[src/rtl/sfx_pkg.sv]
// Shared definitions for the sound-effect sequencer.
//   - FSM state encodings
//   - ROM word layout (25 bits: vco1, vco2, lfo, sel, shift, mixer, dur, last)
//   - helper to build a ROM word from its fields
package sfx_pkg;

    localparam logic [1:0] ST_IDLE = 2'd0;
    localparam logic [1:0] ST_LOAD = 2'd1;
    localparam logic [1:0] ST_PLAY = 2'd2;

    typedef struct packed {
        logic [2:0] vco1;
        logic [2:0] vco2;
        logic [1:0] lfo;
        logic [2:0] sel;
        logic       shift;
        logic [3:0] mixer;
        logic [7:0] dur;
        logic       last;
    } rom_word_t;

    function automatic rom_word_t mk_word(
        input logic [2:0] vco1,
        input logic [2:0] vco2,
        input logic [1:0] lfo,
        input logic [2:0] sel,
        input logic       shift,
        input logic [3:0] mixer,
        input logic [7:0] dur,
        input logic       last
    );
        rom_word_t w;
        w.vco1  = vco1;
        w.vco2  = vco2;
        w.lfo   = lfo;
        w.sel   = sel;
        w.shift = shift;
        w.mixer = mixer;
        w.dur   = dur;
        w.last  = last;
        return w;
    endfunction

endpackage

[src/rtl/sfx_rom.sv]
// Combinational effect ROM, addressed by {id, step}.
//   id    in   2   effect id (0 explosion, 1 laser, 2 coin, 3 siren)
//   step  in   3   step index within the effect
//   word  out  25  step word; unused addresses are silent, 1 tick, last
module sfx_rom
    import sfx_pkg::*;
(
    input  logic [1:0] id,
    input  logic [2:0] step,
    output rom_word_t  word
);

    always_comb begin
        word = mk_word(3'd0, 3'd0, 2'd0, 3'b000, 1'b0, 4'h0, 8'd1, 1'b1);
        case ({id, step})
            5'b00_000: word = mk_word(3'd5, 3'd2, 2'd1, 3'b101, 1'b1, 4'h9, 8'd2, 1'b0);
            5'b00_001: word = mk_word(3'd6, 3'd1, 2'd3, 3'b100, 1'b0, 4'h4, 8'd0, 1'b1);
            5'b01_000: word = mk_word(3'd1, 3'd3, 2'd0, 3'b001, 1'b0, 4'h3, 8'd1, 1'b0);
            5'b01_001: word = mk_word(3'd2, 3'd4, 2'd2, 3'b011, 1'b1, 4'h5, 8'd2, 1'b1);
            5'b10_000: word = mk_word(3'd7, 3'd7, 2'd3, 3'b111, 1'b1, 4'hf, 8'd2, 1'b0);
            5'b10_001: word = mk_word(3'd4, 3'd5, 2'd1, 3'b010, 1'b0, 4'h7, 8'd1, 1'b0);
            5'b10_010: word = mk_word(3'd3, 3'd0, 2'd2, 3'b110, 1'b1, 4'ha, 8'd1, 1'b1);
            // siren runs all eight slots with last=0; the step limit ends it
            5'b11_000: word = mk_word(3'd0, 3'd7, 2'd0, 3'b001, 1'b0, 4'h1, 8'd1, 1'b0);
            5'b11_001: word = mk_word(3'd1, 3'd6, 2'd1, 3'b010, 1'b1, 4'h2, 8'd1, 1'b0);
            5'b11_010: word = mk_word(3'd2, 3'd5, 2'd2, 3'b001, 1'b0, 4'h3, 8'd1, 1'b0);
            5'b11_011: word = mk_word(3'd3, 3'd4, 2'd3, 3'b010, 1'b1, 4'h4, 8'd1, 1'b0);
            5'b11_100: word = mk_word(3'd4, 3'd3, 2'd0, 3'b001, 1'b0, 4'h5, 8'd1, 1'b0);
            5'b11_101: word = mk_word(3'd5, 3'd2, 2'd1, 3'b010, 1'b1, 4'h6, 8'd1, 1'b0);
            5'b11_110: word = mk_word(3'd6, 3'd1, 2'd2, 3'b001, 1'b0, 4'h7, 8'd1, 1'b0);
            5'b11_111: word = mk_word(3'd7, 3'd0, 2'd3, 3'b010, 1'b1, 4'h8, 8'd1, 1'b0);
            default:   ;
        endcase
    end

endmodule

[src/rtl/sfx_sequencer.sv]
// Sound-effect sequencer in front of the SN76477. Arbitrates one-cycle
// request pulses by fixed priority (index 0 highest) and plays the chosen
// effect as a sequence of ROM steps, each held for dur ticks.
//   clk, reset           clock, synchronous active-high reset
//   req[NREQ]            trigger pulses, one per effect id
//   busy, active_id      status of the effect being played
//   vco1_freq..mixer     SN76477 configuration, updated only on LOAD->PLAY
//
// state | meaning
// IDLE  | silent, waiting for a request
// LOAD  | ROM word for (active_id, step) is registered onto the outputs
// PLAY  | holding the current step until its dur ticks expire
module sfx_sequencer
    import sfx_pkg::*;
#(
    parameter int NREQ     = 4,
    parameter int TICK_DIV = 25000,
    parameter int MAXSTEP  = 8
) (
    input  logic            clk,
    input  logic            reset,
    input  logic [NREQ-1:0] req,
    output logic            busy,
    output logic [1:0]      active_id,
    output logic [8:0]      vco1_freq,
    output logic [8:0]      vco2_freq,
    output logic [9:0]      lfo_freq,
    output logic            vco1_select,
    output logic            vco2_select,
    output logic            noise_select,
    output logic [2:0]      lfo_shift,
    output logic [3:0]      mixer
);

    localparam int TICK_W = $clog2(TICK_DIV);

    logic [1:0]        state;
    logic [NREQ-1:0]   pending;
    logic [NREQ-1:0]   cand;
    logic [NREQ-1:0]   grant_mask;
    logic [TICK_W-1:0] tick_cnt;
    logic [2:0]        step;
    logic [7:0]        dur;
    logic [1:0]        win;
    logic              have_win;
    logic              tick;
    logic              step_end;
    logic              seq_done;
    logic              preempt;
    logic              grant;
    rom_word_t         rom_word;

    sfx_rom u_rom (
        .id   (active_id),
        .step (step),
        .word (rom_word)
    );

    assign tick = (tick_cnt == TICK_W'(TICK_DIV - 1));

    // Requests arriving this cycle compete alongside the pending ones.
    always_comb begin
        cand     = pending | req;
        have_win = |cand;
        win      = '0;
        for (int i = NREQ - 1; i >= 0; i--) begin
            if (cand[i]) win = 2'(i);
        end
    end

    assign grant_mask = NREQ'(1) << win;
    assign step_end   = (state == ST_PLAY) && tick && (dur == 8'd1);
    assign seq_done   = rom_word.last || (step == 3'(MAXSTEP - 1));
    assign preempt    = (state == ST_PLAY) && have_win && (win < active_id);
    assign grant      = have_win && ((state == ST_IDLE) || preempt || (step_end && seq_done));
    assign busy       = (state != ST_IDLE);

    always_ff @(posedge clk) begin
        if (reset) begin
            state        <= ST_IDLE;
            pending      <= '0;
            tick_cnt     <= '0;
            step         <= '0;
            dur          <= '0;
            active_id    <= '0;
            vco1_freq    <= '0;
            vco2_freq    <= '0;
            lfo_freq     <= '0;
            vco1_select  <= 1'b0;
            vco2_select  <= 1'b0;
            noise_select <= 1'b0;
            lfo_shift    <= '0;
            mixer        <= '0;
        end else begin
            // free-running: a grant does not realign the tick phase
            tick_cnt <= tick ? '0 : tick_cnt + 1'b1;
            pending  <= grant ? (cand & ~grant_mask) : cand;

            if (grant) begin
                state     <= ST_LOAD;
                active_id <= win;
                step      <= '0;
            end else begin
                case (state)
                    ST_IDLE: ;
                    ST_LOAD: begin
                        vco1_freq    <= {rom_word.vco1, 6'b0};
                        vco2_freq    <= {rom_word.vco2, 6'b0};
                        lfo_freq     <= {1'b1, rom_word.lfo, 7'b0};
                        vco1_select  <= rom_word.sel[0];
                        vco2_select  <= rom_word.sel[1];
                        noise_select <= rom_word.sel[2];
                        lfo_shift    <= {1'b0, rom_word.shift, 1'b0};
                        mixer        <= rom_word.mixer;
                        dur          <= (rom_word.dur == 8'd0) ? 8'd1 : rom_word.dur;
                        state        <= ST_PLAY;
                    end
                    ST_PLAY: begin
                        if (tick) begin
                            if (dur == 8'd1) begin
                                if (!seq_done) begin
                                    step  <= step + 3'd1;
                                    state <= ST_LOAD;
                                end else begin
                                    // other config outputs keep their last values
                                    state     <= ST_IDLE;
                                    mixer     <= '0;
                                    active_id <= '0;
                                end
                            end else begin
                                dur <= dur - 8'd1;
                            end
                        end
                    end
                    default: state <= ST_IDLE;
                endcase
            end
        end
    end

endmodule
[config.mk]
export PLATFORM = sky130hd
export DESIGN_NAME = sfx_sequencer
export DESIGN_NICKNAME = d
export VERILOG_FILES = /design/src/rtl/sfx_pkg.sv /design/src/rtl/sfx_rom.sv /design/src/rtl/sfx_sequencer.sv
export SDC_FILE = /design/constraint.sdc
export NUM_CORES = 1
export LEC_CHECK = 0
export ABC_AREA = 1
export CAP_MARGIN = 25
export CORE_ASPECT_RATIO = 0.8
export CORE_MARGIN = 2
export CORE_UTILIZATION = 55
export DETAILED_ROUTE_END_ITERATION = 6
export GPL_ROUTABILITY_DRIVEN = 0
export HOLD_SLACK_MARGIN = 0.15
export PLACE_DENSITY = 0.85
export SLEW_MARGIN = 20
export SYNTH_ARGS = -nofsm -noshare
export SYNTH_HDL_FRONTEND = slang
export SYNTH_HIERARCHICAL = 1
export SYNTH_SLANG_ARGS = --single-unit
[constraint.sdc]
create_clock -name clk -period 2.81 [get_ports clk]
set_clock_uncertainty 0.1 [all_clocks]
set_input_delay 0.7025 -clock clk [delete_from_list [all_inputs] [get_ports clk]]
set_output_delay 0.7025 -clock clk [all_outputs]
set_load 0.01 [all_outputs]
==> impl_metrics.csv <==
group,metric,value,unit
run_status,outcome,"finished clean",
critical_path,cp.arrival,2.75,ns
route,drt-total-wl,6744,µm
timing,relSlewSlack,57.67,%
die,io-pin-count,47,
critical_path,critPathLaunchType,"flip-flop",
hold_path,hp-class,"flip-flop to flip-flop",
timing,rsz0062_at_grt,"false",
critical_path,required,2.97,ns
cts,clock_sinks,51,
critical_path,cp_max_fo,15,
global_route,grt_pass1_wl,11420,µm
timing,setup_viol,0,
global_route,antenna_found_initial,0,
timing,worst_slack,0.2205,ns
finish,layout.nets,494,
logic_synthesis,netlist.area_leader.share,32.60,%
finish,syn2layout_area_growth,10.47,%
logic_synthesis,yosysWarnings,6,
timing,drv_slew,0,
die,die_h,71.49,µm
die,initial_core_util,57.30,%
timing,fmax,0.3862,GHz
cts,postCtsHoldBufs,0,
route,ant_nets,0,
critical_path,criticalPathCategory,"flip-flop to flip-flop",
logic_synthesis,synth.area.top_cells,"dfxtp_1 (33%), nand2_1 (10%), nor2_1 (9.7%)",
power_and_ir_drop,power_density,526.3,mW/mm²
cts,root_buffer,"clkbuf_8",
logic_synthesis,yosysSeqAreaShare,32.60,%
die,die_w,88.37,µm
global_route,grt-ovfl-total,0,
timing,final_hold_viol_count,0,
timing,tns,0,ns
cts,clk_latency,0.31,ns
cts,htreeDepth,2,
route,routed-via-count,2897,
route,drt_iter0_drc,271,
finish,drive_gt1_share,11.18,%
power_and_ir_drop,vdd_ir_drop_max,0.0002260,V
logic_synthesis,ys_dominant_reg_cell,"dfxtp_1",
route,vias_per_cell,5.164,
run,cap_violations,0,
die,coreArea,0.005465,mm²
finish,final_util,63.30,%
timing,layout_min_cycle_time,2.589,ns
cts,clk_path_buf_depth,2,
timing,post-route-period-util,92.15,%
finish,antennaDiodeCount,0,
global_route,grt_pass1_vias,2599,
cts,path_clk_slew,0.09,ns
die,num_rows,24,
timing,tightest_slew,0.6301,ns
cts,cts_tree,"yes",
logic_synthesis,ys_types,40,
logic_synthesis,synth_largest_area_cell,"dfxtp_1",
power_and_ir_drop,p_leak,1.553,nW
placement,portBuffers,25,
logic_synthesis,synth.avg_cell_area,6.853,µm²
route,wl_per_cell,12.02,µm
logic_synthesis,synth_cells,457,
logic_synthesis,ys_ff_latch,51,
global_route,grt_use_total,22.65,%
route,drc_errors,0,
cts,numCtsBuffers,5,
logic_synthesis,ys_async_sr_fraction,0,%
die,die-area,0.006317,mm²
placement,dp_worst_setup_slack,0.1004,ns
placement,hpwl,5033,µm
global_route,grt_max_degree,22,
logic_synthesis,synth_edf_count,0,
logic_synthesis,synth_area,0.003132,mm²
route,dr.pass1.iters,6,
critical_path,end_kind,"flip-flop",
## layer usage
layer  global-route usage, %  up-vias  wire, µm
met5                       0        -         0
met4                   7.407        0       119
met3                   5.876       19       518
met1                   31.72     1264      3190
met2                   34.17      144      2916
li1                        -     1470         -
## flip-flops by register name, indices dropped and copies added, names as in the netlist, 2 cells and up
name       cells
tick_cnt      15
dur            8
mixer          4
pending        4
lfo_freq       3
step           3
vco1_freq      3
vco2_freq      3
active_id      2
state          2
## placed cells by master, fill, tap and decap left out, types with 3 or more instances in the layout
cell / count
a211oi_1: 3
a21oi_1: 18
a31oi_1: 3
buf_4: 7
clkbuf_8: 6
clkdlybuf4s50_1: 25
conb_1: 27
dfxtp_1: 50
ha_1: 6
inv_1: 44
inv_2: 5
nand2_1: 84
nand2_2: 5
nand2_4: 3
nand3_1: 19
nand3_2: 7
nand4_1: 16
nor2_1: 81
nor2_2: 9
nor2_4: 4
nor3_1: 6
nor3b_1: 5
o21ai_0: 22
o21ai_1: 3
xor2_1: 5
## area by class of cell
class / count / area, µm²
Fill cell: 499 / 2006
Multi-Input combinational cell: 342 / 1729
Sequential cell: 51 / 1022
Timing Repair Buffer: 32 / 302.8
Inverter: 50 / 190.2
Tap cell: 78 / 97.59
Clock buffer: 6 / 82.58
Clock inverter: 2 / 35.03
## synthesized netlist by cell type, drive strengths merged, types with 5 or more instances
cell type	number
a21oi	18
buf	32
clkbuf	7
dfxtp	51
ha	6
inv	50
nand2	92
nand3	27
nand4	17
nor2	94
nor3	7
nor3b	5
o21ai	25
xor2	5
## timing repair
action | 4_1_cts | 5_1_grt
buffers inserted | 0 | 0
gates resized for setup | 0 | 1
setup endpoints to repair | 0 | 3
hold endpoints to repair | 0 | 0
## where the power goes
group / internal [mW] / switching (mW)
clock: 0.288 / 0.246
combinational: 0.181 / 0.289
sequential: 0.778 / 0.0384
## metrics by stage
stage / area, µm² / hold slack [ns] / power [mW] / std cells
final: 3460 / 0.3688 / 1.821 / 561
after global routing: 3460 / 0.3926 / 1.922 / 561
after CTS: 3458 / 0.3649 / 1.829 / 561
after detailed placement: 3341 / 0.3486 / 1.289 / 553
after global placement: 3341 / 0.3289 / 1.274 / 553
after floorplan: 3226 / 0.3175 / 1.184 / 482
## kinds of logic (layout without fill, tap and decap cells)
| kind of cell | count (synthesis) | after routing | synth area share [%] |
|---|---|---|---|
| mux | 1 | 1 | 0.3196 |
| buf+inv | 89 | 90 | 15.18 |
| simple gates | 248 | 248 | 38.27 |
| fa+ha+maj | 6 | 6 | 2.397 |
| compound gates | 54 | 54 | 9.309 |
| xor+xnor | 6 | 6 | 1.678 |
| flops | 51 | 51 | 32.60 |
| other cells | 2 | 27 | 0.2398 |
## worst max-delay path, cell delays in order (launching register included)
cell     delay (ns)
dfxtp_1        0.50
inv_1          0.11
nor2_2         0.18
nand3_2        0.11
inv_1          0.11
nor2_2         0.05
nand3_2        0.07
nand2_1        0.05
or2_2          0.31
nand3_2        0.10
nor2_4         0.04
nor2_2         0.12
nand2_4        0.09
nand2_4        0.16
nand3_4        0.17
nand2_1        0.11
nand2_1        0.06
nor2_1         0.08
## worst paths after layout
check	depth (start not counted)	end	slack, ns	startpoint
max	17	dur[7]	0.22	step[0]
min reg2reg	2	mixer[2]	0.37	mixer[2]
min	2	mixer[2]	0.37	mixer[2]
max reg2reg	17	dur[7]	0.22	step[0]
(Power assumes the default switching activity.)
